## src/rtl/bus_burst_master.sv

```systemverilog
// Burst bus master: turns command/stream requests into framed burst
// transactions on the multiplexed address/data bus ahead of the SDRAM
// controller. Covers arbitration, begin/data/end framing, slave stalls,
// read capture and bus-error aborts. All bus outputs are registered and
// held at zero whenever the master is not driving (wired-OR bus).
module bus_burst_master #(
  parameter int MAX_BURST = 16
) (
  input  logic        clock,
  input  logic        reset,
  input  logic        cmdValid,
  output logic        cmdReady,
  input  logic        cmdRead,
  input  logic [31:0] cmdAddress,
  input  logic [8:0]  cmdWords,
  input  logic        wrDataValid,
  input  logic [31:0] wrData,
  output logic        wrDataReady,
  output logic        rdDataValid,
  output logic [31:0] rdData,
  output logic        done,
  output logic        error,
  output logic        requestTransaction,
  input  logic        transactionGranted,
  output logic        beginTransactionOut,
  output logic        endTransactionOut,
  output logic        readNotWriteOut,
  output logic        dataValidOut,
  output logic        busyOut,
  output logic [31:0] addressDataOut,
  output logic [3:0]  byteEnablesOut,
  output logic [7:0]  burstSizeOut,
  input  logic        endTransactionIn,
  input  logic        dataValidIn,
  input  logic        busyIn,
  input  logic        busErrorIn,
  input  logic [31:0] addressDataIn
);

  localparam logic [2:0] S_IDLE  = 3'd0;
  localparam logic [2:0] S_REQ   = 3'd1;
  localparam logic [2:0] S_BEGIN = 3'd2;
  localparam logic [2:0] S_WDATA = 3'd3;
  localparam logic [2:0] S_WEND  = 3'd4;
  localparam logic [2:0] S_RDATA = 3'd5;

  localparam logic [8:0] MAX_WORDS = 9'(MAX_BURST);

  logic [2:0]  state;
  logic        is_read;
  logic [31:0] addr;
  logic [8:0]  words;
  logic [8:0]  load_left;    // write words still to pull from the source
  logic [8:0]  accept_left;  // write beats still to be taken by the slave
  logic [9:0]  rd_count;     // read beats captured, saturating

  logic beat_accept;
  logic load_room;
  logic load_fire;
  logic bus_abort;
  logic rd_len_bad;

  // Read data is never back-pressured, so the stall output stays low.
  assign busyOut = 1'b0;

  // Handshake decode: command acceptance, write-register refill, abort.
  always_comb begin
    cmdReady    = (state == S_IDLE);
    beat_accept = (state == S_WDATA) && dataValidOut && !busyIn;
    // The output register can take a new word when it is empty or its
    // current beat leaves this cycle; nothing is taken during an abort so
    // the pending word stays with the source.
    load_room   = (state == S_WDATA) && !busErrorIn && (load_left != 9'd0) &&
                  (!dataValidOut || beat_accept);
    load_fire   = load_room && wrDataValid;
    wrDataReady = load_room;
    bus_abort   = busErrorIn && ((state == S_BEGIN) || (state == S_WDATA) ||
                                 (state == S_WEND)  || (state == S_RDATA));
    // A beat arriving together with the slave's end strobe still counts.
    rd_len_bad  = ((rd_count + {9'd0, dataValidIn}) != {1'b0, words});
  end

  // Transaction sequencer with registered bus and status outputs.
  always_ff @(posedge clock or posedge reset) begin
    if (reset) begin
      state               <= S_IDLE;
      is_read             <= 1'b0;
      addr                <= '0;
      words               <= '0;
      load_left           <= '0;
      accept_left         <= '0;
      rd_count            <= '0;
      rdDataValid         <= 1'b0;
      rdData              <= '0;
      done                <= 1'b0;
      error               <= 1'b0;
      requestTransaction  <= 1'b0;
      beginTransactionOut <= 1'b0;
      endTransactionOut   <= 1'b0;
      readNotWriteOut     <= 1'b0;
      dataValidOut        <= 1'b0;
      addressDataOut      <= '0;
      byteEnablesOut      <= '0;
      burstSizeOut        <= '0;
    end else begin
      // Single-cycle strobes default low.
      done                <= 1'b0;
      error               <= 1'b0;
      rdDataValid         <= 1'b0;
      beginTransactionOut <= 1'b0;
      endTransactionOut   <= 1'b0;
      readNotWriteOut     <= 1'b0;
      byteEnablesOut      <= '0;
      burstSizeOut        <= '0;
      if (bus_abort) begin
        // Bus error: release the bus at once and report a failed command.
        requestTransaction <= 1'b0;
        dataValidOut       <= 1'b0;
        addressDataOut     <= '0;
        done               <= 1'b1;
        error              <= 1'b1;
        state              <= S_IDLE;
      end else begin
        case (state)
          S_IDLE: begin
            if (cmdValid) begin
              is_read <= cmdRead;
              addr    <= {cmdAddress[31:2], 2'b00};
              words   <= cmdWords;
              if ((cmdWords == 9'd0) || (cmdWords > MAX_WORDS)) begin
                done  <= 1'b1;
                error <= 1'b1;
              end else begin
                requestTransaction <= 1'b1;
                state              <= S_REQ;
              end
            end
          end
          S_REQ: begin
            if (transactionGranted) begin
              beginTransactionOut <= 1'b1;
              readNotWriteOut     <= is_read;
              addressDataOut      <= addr;
              byteEnablesOut      <= 4'hF;
              burstSizeOut        <= 8'(words - 9'd1);
              load_left           <= words;
              accept_left         <= words;
              rd_count            <= '0;
              state               <= S_BEGIN;
            end
          end
          S_BEGIN: begin
            addressDataOut <= '0;
            state          <= is_read ? S_RDATA : S_WDATA;
          end
          S_WDATA: begin
            if (load_fire) begin
              addressDataOut <= wrData;
              dataValidOut   <= 1'b1;
              load_left      <= load_left - 9'd1;
            end else if (beat_accept) begin
              addressDataOut <= '0;
              dataValidOut   <= 1'b0;
            end
            if (beat_accept) begin
              accept_left <= accept_left - 9'd1;
              if (accept_left == 9'd1) begin
                endTransactionOut <= 1'b1;
                state             <= S_WEND;
              end
            end
          end
          S_WEND: begin
            requestTransaction <= 1'b0;
            done               <= 1'b1;
            state              <= S_IDLE;
          end
          S_RDATA: begin
            if (dataValidIn) begin
              rdData      <= addressDataIn;
              rdDataValid <= 1'b1;
              if (rd_count != '1) rd_count <= rd_count + 10'd1;
            end
            if (endTransactionIn) begin
              requestTransaction <= 1'b0;
              done               <= 1'b1;
              error              <= rd_len_bad;
              state              <= S_IDLE;
            end
          end
          default: state <= S_IDLE;
        endcase
      end
    end
  end

endmodule

```

## config.mk

```make
export PLATFORM = sky130hd
export DESIGN_NAME = bus_burst_master
export DESIGN_NICKNAME = d
export VERILOG_FILES = /design/src/rtl/bus_burst_master.sv
export SDC_FILE = /design/constraint.sdc
export NUM_CORES = 1
export LEC_CHECK = 0
export ABC_CLOCK_PERIOD_IN_PS = 5400
export BUFFER_PORTS_ARGS = -buffer_cell sky130_fd_sc_hd__buf_2
export CORE_ASPECT_RATIO = 0.6
export CORE_MARGIN = 5
export CORE_UTILIZATION = 52
export CTS_CLUSTER_DIAMETER = 60
export CTS_CLUSTER_SIZE = 14
export DETAILED_ROUTE_END_ITERATION = 12
export MAX_ROUTING_LAYER = met4
export PLACE_DENSITY = 0.92
export SLEW_MARGIN = 20
export SYNTH_ARGS = -nofsm -noshare
export SYNTH_HDL_FRONTEND = slang
export SYNTH_SLANG_ARGS = --single-unit
```

## constraint.sdc

```tcl
create_clock -name clock -period 5.4 [get_ports clock]
set_input_delay 0 -clock clock [delete_from_list [all_inputs] [get_ports clock]]
set_output_delay 0 -clock clock [all_outputs]
set_load 0.01 [all_outputs]
```

==> impl_metrics.yaml <==
sta:
  rsz0062_at_grt: "false"
  clock_skew_ns: 0.0129
  min_period_ns: 3.07
  finalWorstSetupSlack_ns: 2.33
  slew_headroom: 0.297
  setup_viol: 0
  final_max_slew_viol_count: 0
  tightest_slew_ns: 1.06
  post-route-period-util: 0.569
  hold_viol: 0
  finalSetupTns_ns: 0
  max_freq_mhz: 325
place:
  place_ws_ns: 2.37
  gp_congestion: 0.950
  place_inst: 963
  hpwl_mm: 13.2
  numPortBuffers: 198
global_route:
  grt.total_usage: 0.284
  grt_pass1_wl_mm: 34.4
  grt_overflow: 0
  grt_max_degree: 102
  antenna_found_initial: 0
  grt_pass1_vias: 6307
status:
  status: "complete, no violations"
pwr:
  p_leak_nw: 4.66
  switching_share: 0.381
  peakVddDrop_mv: 0.287
  pwr-share-clk: 0.234
  switching_power_mw: 1.90
  powerDensity_mw_per_mm2: 514
  total_power_mw: 4.99
  p_seq_frac: 0.398
  internal_power_mw: 3.09
  combPwrFrac: 0.368
drt:
  drc_errors: 0
  drt-initial-drc-count: 599
  drt-total-wl_mm: 21.7
  vias_per_cell: 5.61
  wl_per_cell_um: 19.7
  via_count: 6210
  drt-pass1-iter-count: 5
  antenna_left: 0
clocking:
  clock_latency_ns: 0.41
  ctsResizeCount: 0
  clockBufferDepth: 2
  cts_sinks: 151
  cts_tree: "done"
  cts.clk_slew.worst_paths_ns: 0.06
  htreeDepth: 4
  numCtsBuffers: 17
  cts-root-buf: "clkbuf_16"
setup_path:
  worst_ep_arrival_time_ns: 3.39
  worst-path-max-fanout: 35
  cp-end-kind: "flop"
  required_ns: 5.71
  reg2reg_depth: 6
  crit_path_start_kind: "flop"
  path_class: "flop to flop"
  slowest_stage: "dfrtp_1"
  worstPathCellList: "nand4bb_1 > a2111oi_4 > buf_4 > o21a_1 > a21oi_1 > a21oi_1"
  slowest_delay_ns: 0.71
  cpMostUsedCell: "a21oi_1"
floorplan:
  fp.coreArea_mm2: 0.0130
  die_area_mm2: 0.0159
  start_util: 0.537
  die_x_um: 160
  boundaryPins: 202
  die_h_um: 99.8
  num_rows: 32
synthesis:
  synth_cells: 637
  yosysWarnings: 0
  synth-main-ff-cell: "dfrtp_1"
  synth_area_per_cell_um2: 11.0
  synth_seq_cells: 151
  synth_area_mm2: 0.00698
  synth_async_sr_flop_share: 1.00
  synth_cell_types: 55
  synth_edf_count: 0
  ys_seq_area_frac: 0.541
  synth_fp_nets: 760
worst_hold_path:
  hp-class: "primary input to flop"
  hold_depth: 4
final_layout:
  area_growth_pct: 39.0
  layout_commonest_cell: "buf_2"
  finalCoreUtilization: 0.746
  final_cells: 1106
  final_layout_size_suffix_gt1_frac: 0.341
  most-common-layout-cells: "buf_2 (198), dfrtp_1 (151), dlygate4sd3_1 (110)"
  fill_cells: 830
  final_net_count: 1045
run:
  maxCapViolations: 0
-- synthesized netlist by cell type (all sizes together), types with 3 or more instances --
cell	instances	area, um2
buf	27	153
mux2	72	811
o22a	4	35.0
nor4b	4	41.3
inv	12	45.0
ha	8	100
nand3	13	65.1
o21a	3	22.5
o31ai	5	42.5
nand2	60	225
and2	6	37.5
xor2	13	114
a21oi	31	155
a31o	3	26.3
nor4	7	58.8
nor3	8	40.0
a22oi	31	233
dfrtp	151	3780
nand2b	6	37.5
a22o	3	26.3
xnor2	11	96.3
clkbuf	20	75.1
nor2b	6	37.5
o21ai	54	270
and3	5	31.3
a31oi	4	25.0
nor2	40	150
nand4	4	25.0
-- path summary, 6_finish.rpt --
kind / start / end / slack, ns
setup / recovery: state[1]$_DFFE_PP0P_ / load_left[7]$_DFFE_PP0P_ / 2.33
hold / removal: cmdValid / requestTransaction$_DFFE_PP0P_ / 0.1
setup reg to reg: state[1]$_DFFE_PP0P_ / load_left[7]$_DFFE_PP0P_ / 2.33
hold reg to reg: addressDataOut[24]$_DFFE_PP0P_ / addressDataOut[24]$_DFFE_PP0P_ / 0.48
max in group asynchronous: reset / addressDataOut[3]$_DFFE_PP0P_ / 3.84
min in group asynchronous: reset / rdData[25]$_DFFE_PP0P_ / 0.33
-- timing repair --
| item | CTS | global route |
|---|---|---|
| endpoints found under the hold margin | 209 | 0 |
| hold buffers | 110 | 0 |
| setup buffers | 0 | 0 |
-- cell type report --
class                   instances  area [um2]  share of cell area
inverters                      13        53.8             0.00554
clock buffers                  17         425              0.0438
diodes                          1        2.50            0.000258
flip-flops and latches        151        3780               0.389
clock inverters                15         159              0.0164
repair buffers                313        2130               0.219
multi-input cells             426        2950               0.303
well taps                     170         213              0.0219
-- cell families (layout without fill, tap and decap cells) --
family	after synthesis	in the layout	synth area share
buffers and inverters	60	358	0.0396
DFF	151	151	0.541
xor gates and xnor gates	24	24	0.0301
and+or+nand+nor	169	169	0.119
adders and majority gates	8	8	0.0143
AOI/OAI and AO/OA	152	152	0.139
other	1	2	0.000537
muxes	72	72	0.116
-- through the flow --
step / hold WS [ns] / cell area [um2]
4_1_cts: 0.0764 / 9700
3_5_place_dp: 0.236 / 8020
5_1_grt: 0.0816 / 9700
3_3_place_gp: 0.224 / 8020
6_report: 0.0993 / 9710
2_1_floorplan: 0.117 / 6980
-- critical path: cells and delay by family, from the launching register on --
family                 cells  cell delay, ns
AOI/OAI and AO/OA          4            1.34
and+or+nand+nor            1            0.48
buffers and inverters      1            0.46
DFF                        1            0.71
-- power groups by stage --
stage,combinational [mW],clock (mW),sequential (mW)
floorplan,1.18,0,1.94
global placement,1.67,0,1.95
detailed placement,1.73,0,1.98
CTS,1.80,1.19,1.96
global route,2.01,1.24,2.05
finish,1.84,1.17,1.99
-- sequential cells by signal, indices dropped and copies added, names as in the netlist, 3 cells and up --
name            count
addressDataOut     32
rdData             32
addr               30
rd_count           10
accept_left         9
load_left           9
words               9
burstSizeOut        8
state               3
-- metal layers --
metal | part of all wire | global-route usage | wire (um) | vias up
met3 | 0.079 | 0.0650 | 1720 | 60
met1 | 0.41 | 0.360 | 9000 | 2996
li1 | - | - | - | 2838
met4 | 0.028 | 0.100 | 604 | 0
met5 | 0 | - | 0 | -
met2 | 0.48 | 0.453 | 10400 | 316
Power figures use the tool's default switching activity.
